==> src/rtl/router_pkg.sv <==
// Shared router definitions: flit width, buffer depth
// and the port index order N/E/W/S/L.
package router_pkg;

    localparam int FLIT_W     = 32;
    localparam int FIFO_DEPTH = 4;
    localparam int NPORTS     = 5;

    localparam int PORT_N = 0;
    localparam int PORT_E = 1;
    localparam int PORT_W = 2;
    localparam int PORT_S = 3;
    localparam int PORT_L = 4;

endpackage

==> src/rtl/fifo_input_buffer.sv <==
// Per-port router input buffer: RTS/CTS write side,
// grant-driven dequeue, head flit presented to the crossbar.
module fifo_input_buffer
    import router_pkg::*;
#(
    parameter int DATA_WIDTH = FLIT_W,
    parameter int DEPTH      = FIFO_DEPTH
) (
    input  logic                  clk,
    input  logic                  rst,
    input  logic [DATA_WIDTH-1:0] RX,
    input  logic                  DRTS,
    input  logic                  read_en_N,
    input  logic                  read_en_E,
    input  logic                  read_en_W,
    input  logic                  read_en_S,
    input  logic                  read_en_L,
    output logic                  CTS,
    output logic                  empty,
    output logic                  full,
    output logic [DATA_WIDTH-1:0] Data_out
);

    localparam int PW = $clog2(DEPTH);
    localparam logic [PW:0] FULL_CNT = (PW+1)'(DEPTH);

    logic [PW-1:0]         wr_ptr_q, wr_ptr_d;
    logic [PW-1:0]         rd_ptr_q, rd_ptr_d;
    logic [PW:0]           count_q, count_d;
    logic                  cts_q, cts_d;
    logic [DATA_WIDTH-1:0] mem_q [DEPTH];

    logic wr, rd, any_rd;

    assign any_rd = read_en_N | read_en_E | read_en_W
                  | read_en_S | read_en_L;

    // Flags come from the registered count only, so a
    // read never opens a slot for a same-cycle write.
    assign empty = (count_q == '0);
    assign full  = (count_q == FULL_CNT);

    // CTS_reg blocks back-to-back acceptance, making CTS
    // a one-cycle pulse per accepted flit.
    assign wr = DRTS & ~cts_q & ~full;
    assign rd = any_rd & ~empty;

    assign CTS      = cts_q;
    assign Data_out = mem_q[rd_ptr_q];

    // Next-state for pointers, occupancy and handshake flop.
    always_comb begin
        wr_ptr_d = wr_ptr_q;
        rd_ptr_d = rd_ptr_q;
        count_d  = count_q;
        cts_d    = wr;
        if (wr) wr_ptr_d = wr_ptr_q + PW'(1);
        if (rd) rd_ptr_d = rd_ptr_q + PW'(1);
        if (wr && !rd) count_d = count_q + (PW+1)'(1);
        if (rd && !wr) count_d = count_q - (PW+1)'(1);
    end

    // Control state register with synchronous reset.
    always_ff @(posedge clk) begin
        if (rst) begin
            wr_ptr_q <= '0;
            rd_ptr_q <= '0;
            count_q  <= '0;
            cts_q    <= 1'b0;
        end else begin
            wr_ptr_q <= wr_ptr_d;
            rd_ptr_q <= rd_ptr_d;
            count_q  <= count_d;
            cts_q    <= cts_d;
        end
    end

    // Flit storage; cleared on reset so Data_out reads 0.
    always_ff @(posedge clk) begin
        if (rst) begin
            for (int i = 0; i < DEPTH; i++) mem_q[i] <= '0;
        end else if (wr) begin
            mem_q[wr_ptr_q] <= RX;
        end
    end

endmodule

==> config.mk <==
export PLATFORM = sky130hd
export DESIGN_NAME = fifo_input_buffer
export DESIGN_NICKNAME = d
export VERILOG_FILES = /design/src/rtl/router_pkg.sv /design/src/rtl/fifo_input_buffer.sv
export SDC_FILE = /design/constraint.sdc
export NUM_CORES = 1
export LEC_CHECK = 0
export CAP_MARGIN = 40
export CELL_PAD_IN_SITES_DETAIL_PLACEMENT = 1
export CELL_PAD_IN_SITES_GLOBAL_PLACEMENT = 1
export CORE_UTILIZATION = 50
export DETAILED_ROUTE_END_ITERATION = 7
export HOLD_SLACK_MARGIN = 0.06
export PLACE_DENSITY = 0.88
export SYNTH_ARGS = -nofsm -noshare
export SYNTH_HDL_FRONTEND = slang
export SYNTH_SLANG_ARGS = --single-unit
==> constraint.sdc <==
create_clock -name clk -period 11.5 [get_ports clk]
set_input_delay 1.725 -clock clk [delete_from_list [all_inputs] [get_ports clk]]
set_output_delay 1.725 -clock clk [all_outputs]
set_load 0.01 [all_outputs]
==> flow_summary.yaml <==
logic_synthesis:
  synth_area_um2: 6036
  syn_inst: 369
  synth_seq_area_share_pct: 67.00
  synth_top_area_share_pct: 63.68
  ys_warn_count: 0
  syn-num-nets: 411
  ys_top_cells_by_area: "edfxtp_1 (64%), and2_1 (13%), mux4_2 (12%), dfxtp_1 (3.3%), nor4b_4 (0.79%)"
  yosysUniqueCellTypes: 32
  ys_seq_elements: 138
  avgSynthCellArea_um2: 16.36
  yosys.area.top_type: "edfxtp_1"
critical_path:
  endpoint: "Data_out[18]"
  critPathKind: "reg2out"
  start_kind: "flop"
  worst_ep_arrival_time_ns: 2.42
  end_kind: "output port"
  worstReg2RegStart: "CTS$_SDFF_PP0_"
  worst-path-max-fanout: 32
  required_ns: 9.78
  reg2reg_to: "count_q[2]$_SDFFE_PP0P_"
  ff2ff_path_depth: 9
  rrSetupSlack_ns: 8.88
global_route:
  grt_pass1_vias: 3869
  grt_max_degree: 33
  antenna_found_initial: 0
  grtUsageTotal_pct: 24.51
  grt_pass1_wl_um: 21910
  grt-ovfl-total: 0
timing:
  relSlewSlack_pct: 42.52
  fin_skew_ns: 0.006505
  fmax_mhz: 241.4
  tightest_slew_ns: 0.8557
  fin_setup_tns_ns: 0
  hold_viol: 0
  hold_ws_ns: 0.5259
  finalCritPeriodShare_pct: 36.03
  grt_setup_unrepaired: "no"
  setup_viol: 0
  drv_slew: 0
  setup_slack_ns: 7.357
  period_needed_ns: 4.143
status:
  outcome: "complete, but fails checks"
  violations: "design-rule violations"
power:
  pwr-share-comb_pct: 24.3
  power.share.clock_pct: 35.4
  power.density_nw_per_um2: 204.6
  ir_worst_vdd_uv: 140.4
  switching_power_mw: 0.3909
  p_leak_nw: 2.769
  intPower_mw: 1.164
  power.share.switching_pct: 25.14
  power_frac_seq_pct: 40.3
  total_power_mw: 1.555
routing:
  drt_pass1_iterations: 8
  drtIter0Drc: 192
  wire_per_inst_um: 23.22
  post_drt_via_cell_ratio: 5.558
  ant_nets: 0
  routed_wl_um: 14090
  vias: 3374
  drc: 8
die:
  coreArea_um2: 11610
  dieArea_um2: 12510
  io_pins: 75
  dieWidth_um: 111.9
  rows: 39
  die_h_um: 111.9
  initial_core_util_pct: 51.97
clocking:
  htree_levels: 4
  cts-resized-gates: 0
  cts.path.max_buffers: 2
  hold_buffers: 0
  postCtsSetupBuffers: 0
  numClockSinks: 138
  cts_tree: "built"
  cts_buffers: 17
  clk-insertion-delay-late_ns: 0.42
  cts.clk_slew.worst_paths_ns: 0.06
  clock-root-buffer: "clkbuf_16"
finish:
  drive_gt1_share_pct: 18.32
  final_cell_mix: "and2_1 (128), edfxtp_1 (128), clkdlybuf4s50_1 (74), mux4_2 (32), clkbuf_16 (17)"
  area_growth_pct: 25.93
  largest_register: "mem_q"
  nets: 493
  antenna_cells: 0
  reg_top3: "mem_q (128), count_q (3)"
  largest_reg_flops: 128
  n_fill_cell: 1050
placement:
  dp_worst_setup_slack_ns: 7.139
  gp_congestion: 0.7187
  dpl.hpwl_um: 8533
  portBuffers: 74
min_path:
  min-delay-path-class: "reg2reg"
  hold_start: "count_q[2]$_SDFFE_PP0P_"
job:
  maxCapViolCount: 0
## synthesized netlist by cell type
| master | instances |
|---|---|
| nor4_1 | 1 |
| nor4_4 | 1 |
| nor3b_2 | 1 |
| nand2b_1 | 3 |
| o311ai_0 | 1 |
| buf_6 | 1 |
| buf_2 | 6 |
| or3_1 | 2 |
| xor2_1 | 2 |
| o31ai_1 | 1 |
| edfxtp_1 | 128 |
| mux4_2 | 32 |
| nor3_2 | 1 |
| o41ai_1 | 1 |
| o21ai_0 | 2 |
| a21oi_1 | 4 |
| fa_1 | 1 |
| nor2b_1 | 1 |
| or2_2 | 1 |
| nor2_1 | 9 |
| inv_1 | 8 |
| clkbuf_1 | 7 |
| nor3_1 | 1 |
| ha_1 | 1 |
| dfxtp_1 | 10 |
| mux2_2 | 3 |
| a31o_2 | 1 |
| nor4b_4 | 2 |
| buf_1 | 2 |
| and2_1 | 128 |
| a211oi_1 | 1 |
| clkbuf_2 | 6 |
## how the worst min path moves through the flow
stage	end	slack, ns	cells after the start
6_report	count_q[2]$_SDFFE_PP0P_	0.53	2
5_1_grt	count_q[2]$_SDFFE_PP0P_	0.55	2
4_1_cts	count_q[2]$_SDFFE_PP0P_	0.53	2
3_5_place_dp	count_q[2]$_SDFFE_PP0P_	0.52	2
3_3_place_gp	count_q[2]$_SDFFE_PP0P_	0.48	2
2_1_floorplan	count_q[2]$_SDFFE_PP0P_	0.47	2
## kinds of logic (layout without fill, tap and decap cells)
logic type               count (synthesis)  after routing  synth area share [%]
AND/OR/NAND/NOR                        151            151                 16.25
flip-flops                             138            138                 67.00
multiplexers                            35             35                 12.50
buffers and inverters                   30            125                 2.239
AO/OA/AOI/OAI                           11             11                 1.182
adder cells (fa/ha/maj)                  2              2                0.5390
XOR/XNOR                                 2              2                0.2903
## cell type report
class	count	area, µm²	area share, %
clock inverter	10	122.6	1.613
timing repair buffer	85	864.6	11.37
tap	143	178.9	2.354
multi-input combinational	201	1884	24.79
sequential	138	4046	53.23
clock buffer	22	474.2	6.239
inverter	8	30.03	0.3951
## per-stage QoR
stage | std cells | util (%) | area [µm²]
detailed placement | 575 | 60.31 | 7004
global placement | 571 | 59.70 | 6933
floorplan | 369 | - | 6036
CTS | 607 | 65.45 | 7601
finish | 607 | 65.45 | 7601
global route | 607 | 65.45 | 7601
## layer usage
metal  routed length (µm)  GRT usage [%]
met5                    0              0
met1                 5701          28.56
met4                  207          8.649
met3                  585          6.260
met2                 7597          43.85
## power by group through the flow
stage | clock, mW | combinational [mW] | sequential (mW)
floorplan | 0 | 0.213 | 0.627
global placement | 0 | 0.349 | 0.644
detailed placement | 0 | 0.380 | 0.637
CTS | 0.556 | 0.385 | 0.628
global route | 0.573 | 0.401 | 0.632
finish | 0.550 | 0.378 | 0.627
## worst max-delay path: stages (launching register included)
cell and delay (ns):
dfxtp_2 0.31, buf_4 0.53, mux4_2 0.61, clkdlybuf4s50_1 0.54
No activity file was read; power rests on OpenSTA's default activity.
